### src/rtl/seq_lut_loader.sv
// Load controller for the panel sequencer LUT: holds the sequencer in RST, streams host
// words through its auto-incrementing write port, optionally reads back and checksums.
module seq_lut_loader #(
    parameter int DATA_W      = 29,
    parameter int DEPTH       = 256,
    parameter int TIMEOUT_CYC = 1024
) (
    input  logic              clk,
    input  logic              reset_i,
    input  logic              start_i,
    input  logic [8:0]        num_entries_i,
    input  logic              verify_en_i,
    input  logic              wr_valid_i,
    input  logic [DATA_W-1:0] wr_data_i,
    output logic              wr_ready_o,
    output logic              busy_o,
    output logic              done_o,
    output logic              error_o,
    output logic [1:0]        err_code_o,
    output logic [31:0]       checksum_o,
    output logic              seq_cfg_reset_o,
    output logic              seq_addr_clr_o,
    output logic              seq_lut_wen_o,
    output logic [DATA_W-1:0] seq_lut_wdata_o,
    output logic              seq_lut_rden_o,
    input  logic [DATA_W-1:0] seq_lut_rdata_i
);
    localparam int CNT_W   = 9;
    localparam int STALL_W = $clog2(TIMEOUT_CYC + 1);
    localparam logic [CNT_W-1:0]   DEPTH_C    = CNT_W'(DEPTH);
    localparam logic [STALL_W-1:0] STALL_LAST = STALL_W'(TIMEOUT_CYC - 1);

    typedef enum logic [3:0] {
        S_IDLE, S_CLR_W, S_WRITE, S_WDRAIN, S_CLR_R,
        S_VERIFY, S_CHECK, S_RELEASE, S_FAIL
    } state_t;

    state_t              state_q, state_d;
    logic [CNT_W-1:0]    n_q, n_d, wr_cnt_q, wr_cnt_d, rd_cnt_q, rd_cnt_d;
    logic                verify_q, verify_d;
    logic [STALL_W-1:0]  stall_q, stall_d;
    logic [31:0]         wr_sum_q, wr_sum_d, rd_sum_q, rd_sum_d;
    logic [31:0]         checksum_q, checksum_d;
    logic                wen_q, wen_d;
    logic [DATA_W-1:0]   wdata_q, wdata_d;
    logic                error_q, error_d;
    logic [1:0]          err_code_q, err_code_d;
    logic                cfg_reset_q, cfg_reset_d;
    logic                accept;

    assign accept = (state_q == S_WRITE) && (wr_cnt_q != n_q) && wr_valid_i;

    always_comb begin
        state_d     = state_q;
        n_d         = n_q;
        verify_d    = verify_q;
        wr_cnt_d    = wr_cnt_q;
        rd_cnt_d    = rd_cnt_q;
        stall_d     = stall_q;
        wr_sum_d    = wr_sum_q;
        rd_sum_d    = rd_sum_q;
        checksum_d  = checksum_q;
        wen_d       = accept;
        wdata_d     = accept ? wr_data_i : wdata_q;
        error_d     = error_q;
        err_code_d  = err_code_q;
        cfg_reset_d = cfg_reset_q;

        case (state_q)
            S_IDLE: begin
                if (start_i) begin
                    n_d         = num_entries_i;
                    verify_d    = verify_en_i;
                    error_d     = 1'b0;
                    err_code_d  = 2'd0;
                    cfg_reset_d = 1'b1;
                    wr_sum_d    = '0;
                    rd_sum_d    = '0;
                    if (num_entries_i == '0 || num_entries_i > DEPTH_C) begin
                        state_d    = S_FAIL;
                        error_d    = 1'b1;
                        err_code_d = 2'd1;
                    end else begin
                        state_d = S_CLR_W;
                    end
                end
            end
            S_CLR_W: begin
                wr_sum_d = '0;
                rd_sum_d = '0;
                wr_cnt_d = '0;
                rd_cnt_d = '0;
                stall_d  = '0;
                state_d  = S_WRITE;
            end
            S_WRITE: begin
                // An accept always clears the stall count, so it beats a same-cycle timeout.
                if (accept) begin
                    wr_cnt_d = wr_cnt_q + CNT_W'(1);
                    wr_sum_d = wr_sum_q + 32'(wr_data_i);
                    stall_d  = '0;
                    if (wr_cnt_q == n_q - CNT_W'(1)) begin
                        state_d = S_WDRAIN;
                    end
                end else if (stall_q == STALL_LAST) begin
                    state_d    = S_FAIL;
                    error_d    = 1'b1;
                    err_code_d = 2'd2;
                end else begin
                    stall_d = stall_q + STALL_W'(1);
                end
            end
            S_WDRAIN: begin
                if (verify_q) begin
                    state_d = S_CLR_R;
                end else begin
                    state_d     = S_RELEASE;
                    cfg_reset_d = 1'b0;
                end
            end
            S_CLR_R: begin
                rd_cnt_d = '0;
                rd_sum_d = '0;
                state_d  = S_VERIFY;
            end
            S_VERIFY: begin
                rd_sum_d = rd_sum_q + 32'(seq_lut_rdata_i);
                rd_cnt_d = rd_cnt_q + CNT_W'(1);
                if (rd_cnt_q == n_q - CNT_W'(1)) begin
                    state_d = S_CHECK;
                end
            end
            S_CHECK: begin
                if (rd_sum_q == wr_sum_q) begin
                    state_d     = S_RELEASE;
                    cfg_reset_d = 1'b0;
                end else begin
                    state_d    = S_FAIL;
                    error_d    = 1'b1;
                    err_code_d = 2'd3;
                end
            end
            S_RELEASE: state_d = S_IDLE;
            S_FAIL:    state_d = S_IDLE;
            default:   state_d = S_IDLE;
        endcase

        if (state_d == S_RELEASE || state_d == S_FAIL) begin
            checksum_d = wr_sum_d;
        end
    end

    always_ff @(posedge clk) begin
        if (reset_i) begin
            state_q     <= S_IDLE;
            n_q         <= '0;
            verify_q    <= 1'b0;
            wr_cnt_q    <= '0;
            rd_cnt_q    <= '0;
            stall_q     <= '0;
            wr_sum_q    <= '0;
            rd_sum_q    <= '0;
            checksum_q  <= '0;
            wen_q       <= 1'b0;
            wdata_q     <= '0;
            error_q     <= 1'b0;
            err_code_q  <= 2'd0;
            cfg_reset_q <= 1'b1;
        end else begin
            state_q     <= state_d;
            n_q         <= n_d;
            verify_q    <= verify_d;
            wr_cnt_q    <= wr_cnt_d;
            rd_cnt_q    <= rd_cnt_d;
            stall_q     <= stall_d;
            wr_sum_q    <= wr_sum_d;
            rd_sum_q    <= rd_sum_d;
            checksum_q  <= checksum_d;
            wen_q       <= wen_d;
            wdata_q     <= wdata_d;
            error_q     <= error_d;
            err_code_q  <= err_code_d;
            cfg_reset_q <= cfg_reset_d;
        end
    end

    assign wr_ready_o      = (state_q == S_WRITE) && (wr_cnt_q != n_q);
    assign busy_o          = (state_q != S_IDLE);
    assign done_o          = (state_q == S_RELEASE) || (state_q == S_FAIL);
    assign error_o         = error_q;
    assign err_code_o      = err_code_q;
    assign checksum_o      = checksum_q;
    assign seq_cfg_reset_o = cfg_reset_q;
    assign seq_addr_clr_o  = (state_q == S_CLR_W) || (state_q == S_CLR_R);
    assign seq_lut_wen_o   = wen_q;
    assign seq_lut_wdata_o = wdata_q;
    assign seq_lut_rden_o  = (state_q == S_VERIFY);

endmodule
### config.mk
export PLATFORM = sky130hd
export DESIGN_NAME = seq_lut_loader
export DESIGN_NICKNAME = d
export VERILOG_FILES = /design/src/rtl/seq_lut_loader.sv
export SDC_FILE = /design/constraint.sdc
export NUM_CORES = 1
export LEC_CHECK = 0
export BUFFER_PORTS_ARGS = -buffer_cell sky130_fd_sc_hd__buf_2
export CAP_MARGIN = 20
export CORE_ASPECT_RATIO = 0.75
export CORE_MARGIN = 8
export CORE_UTILIZATION = 40
export DETAILED_ROUTE_END_ITERATION = 16
export GPL_TIMING_DRIVEN = 0
export SLEW_MARGIN = 20
export SYNTH_ARGS = -nofsm -noshare
export SYNTH_HDL_FRONTEND = slang
export SYNTH_SLANG_ARGS = --single-unit
### constraint.sdc
create_clock -name clk -period 2.3 [get_ports clk]
set_input_delay 0.115 -clock clk [delete_from_list [all_inputs] [get_ports clk]]
set_output_delay 0.115 -clock clk [all_outputs]
set_load 0.1 [all_outputs]
==> results.cfg <==
[placed_design]
dp_hpwl_microns = 27000
place.gp.congestion = 0.929
dp_cells = 1761
io_buffers = 141
place_ws_ns = -0.892

[logic_synthesis]
synth_top_cell_area_share_pct = 33.5
yosysWarnings = 0
synth.distinct_cells = 78
synth-edff-count = 0
ys_top_cells_by_area = dfxtp_1 34%, ha_1 7.5%, nand2_1 5.7%, nor2_1 5.1%, a21oi_1 4.9%
synth_fa_ha_area_share_pct = 7.90
synth-compound-area-share_pct = 23.1
synth_fp_nets = 1412
async_flop_share_pct = 0
synthMuxAreaShare_pct = 0.836
synth_cells = 1276
seq_area_frac_synth_pct = 33.5
synth_simple_gate_area_share_pct = 21.4
synth_top_family_by_area = compound AO/OA/AOI/OAI gates
ys_ff_latch = 173
synth.avg_cell_area_sq_um = 8.10
syn-cell-area_sq_mm = 0.0103
synth_flop_cell = dfxtp_1
synth_xor_area_share_pct = 9.66
synth_top_area_cell = dfxtp_1

[timing]
fin_worst_skew_ns = 0.0149
fin_ws_ns = -0.243
fmax_ghz = 0.393
slew_headroom_pct = 45.0
setup_viol_count_final = 65
finalCritPeriodShare_pct = 111
period_needed_ns = 2.54
finalMaxSlewViolations = 0
tightest_slew_ns = 0.825
hold_violations = 0
grt_setup_unrepaired = yes
setup_tns_ns = -9.14

[global_route]
grt_max_degree = 18
grt.total_usage_pct = 23.3
grt_pass1_wl_microns = 58600
first_global_vias = 10582
antenna_found_initial = 1
grt_remaining_overflow = 0

[route]
vias = 10725
dr.pass1.iters = 5
avgViaCountPerCell = 5.61
wl_per_cell_microns = 20.0
drtAntennaViolNets = 0
drt_first_iter_violations = 786
drc_errors = 0
drt-total-wl_microns = 38200

[finish]
nets = 1691
final_common_cell = nand2_1
drive_above_1_share_pct = 35.8
n_antenna_cell = 0
mostFrequentLayoutCells = 147 x nand2_1, 140 x buf_2, 128 x dfxtp_1, 124 x nor2_1, 83 x a21oi_1
syn_to_final_growth_pct = 45.8
final_cells = 1911

[power_and_ir_drop]
power_mw = 9.24
intPower_mw = 5.68
sw_frac_of_total_pct = 38.5
p_seq_share_pct = 35.3
pwr-share-clk_pct = 30.9
p_per_area_mw_per_mm2 = 613
comb_power_share_pct = 33.8
irDropWorstVdd_v = 0.000568
leakage_nw = 6.05
p_switching_mw = 3.56

[clocking]
cts_buffers = 17
clk_latency_ns = 0.45
clock_tree.htree_level_count = 4
cts_max_path_buffers = 2
cts_tree = yes
root_buffer = clkbuf_16
clock_sinks = 173
clkTransAtPathRegs_ns = 0.08

[critical_path]
crit_top_cell = buf_6
end_kind = flip-flop
path_cells = xor2_1, nor4_1, nand4_1, buf_4, nor4_4, o21ba_4, a21o_4, buf_6, buf_6, buf_8, nor2_1, a211oi_1
crit_path_max_fanout = 5
critical-path-max-stage-delay_ns = 0.35
worst_setup_path_start_kind = flip-flop
setup.worst_path.class = reg2reg
arrival_ns = 2.90
critPathSlowestCell = dfxtp_2
worstPathRequired_ns = 2.66
cp-startpoint = rd_sum_q[7]
r2r_slack_ns = -0.24
timing.rr.start = rd_sum_q[7]

[floorplanning]
die_w_microns = 202
start_util_pct = 40.3
io_pins = 143
die_y_microns = 155
die_area_sq_mm = 0.0313
coreArea_sq_mm = 0.0257
num_rows = 51

[worst_hold_path]
hold_start = wr_data_i[27]
hold_path.class = in2reg

[job]
drv_cap = 0

[status]
violations = negative setup slack
status = complete, but fails checks
-- per-stage QoR --
step	hold WS, ns	utilization, %	cell area [sq um]
finish	0.0410	58.7	15100
global route	0.0203	58.7	15100
CTS	0.00332	55.8	14300
detailed placement	0.371	45.5	11700
global placement	0.363	45.5	11700
floorplan	0.251	-	10500
-- worst max-delay path: cells and delay by family, from the launching register on --
kind                      cells  cell delay, ns
buffers and inverters         4            0.56
AOI/OAI and AO/OA             3            0.56
and+or+nand+nor               4            0.77
DFF                           1            0.35
xor gates and xnor gates      1            0.20
-- what timing repair did --
item,4_1_cts,5_1_grt
pin swaps,102,64
setup endpoints to repair,153,144
endpoints found under the hold margin,37,0
hold buffers,37,0
buffers inserted,59,26
resized for setup,285,139
gates cloned,4,0
-- routing by layer --
metal	global-route usage, %	routed length, microns	up-vias
met3	5.01	2150	55
met4	6.84	780	2
met2	36.1	17000	329
met5	0	11	-
met1	32.0	18300	5172
li1	-	-	5167
-- power groups by stage --
stage / clock network, mW / logic, mW / registers (mW)
2_1_floorplan: 0 / 1.04 / 3.97
3_3_place_gp: 0 / 2.25 / 3.31
3_5_place_dp: 0 / 2.26 / 3.31
4_1_cts: 2.90 / 2.92 / 3.25
5_1_grt: 3.02 / 3.27 / 3.28
6_report: 2.86 / 3.12 / 3.26
-- cells in the mapped netlist, types with 6 or more instances --
cell type / instances
xnor2_1: 56
and3_1: 9
a21oi_1: 102
o21ai_1: 6
ha_1: 62
nand2_1: 156
o31ai_1: 7
a22oi_1: 31
xor2_1: 58
inv_1: 28
clkbuf_1: 47
nor4_1: 17
a31oi_1: 13
buf_2: 10
a211oi_1: 35
dfxtp_1: 173
nand4_1: 16
o21bai_1: 7
o211ai_1: 6
o31a_1: 7
o21ai_0: 48
a32oi_1: 8
a21o_1: 25
nor2b_1: 13
nor3_1: 25
o21a_1: 15
or3_1: 19
nand3_1: 28
nand2b_1: 10
nor2_1: 140
-- cell type report --
type / count / area (sq um)
Multi-Input combinational cell: 1011 / 8040
Clock buffer: 18 / 439
Sequential cell: 173 / 3550
Timing Repair Buffer: 267 / 1930
Inverter: 28 / 108
Clock inverter: 13 / 119
Tap cell: 344 / 430
Buffer: 57 / 452
Fill cell: 2302 / 10600
-- flip-flops by register name, summed over array words and instances, names as in the netlist --
register         cells
rd_sum_q            32
wr_sum_q            32
seq_cfg_reset_o      1
n_q                  9
error_o              1
state_q              4
checksum_o          32
stall_q             11
wr_cnt_q             9
seq_lut_wdata_o     29
err_code_o           2
rd_cnt_q             9
verify_q             1
seq_lut_wen_o        1
-- final timing paths --
kind	endpoint	cells after the start
setup / recovery	checksum_o[13]	12
hold / removal	seq_lut_wdata_o[27]	3
setup reg to reg	checksum_o[13]	12
hold reg to reg	error_o	2
-- logic make-up after synthesis --
group                      count (synthesis)
and+or+nand+nor                          467
AOI/OAI and AO/OA                        358
DFF                                      173
xor gates and xnor gates                 114
buffers and inverters                     92
adders and majority gates                 64
muxes                                      8
No activity file was read; power rests on OpenSTA's default activity.
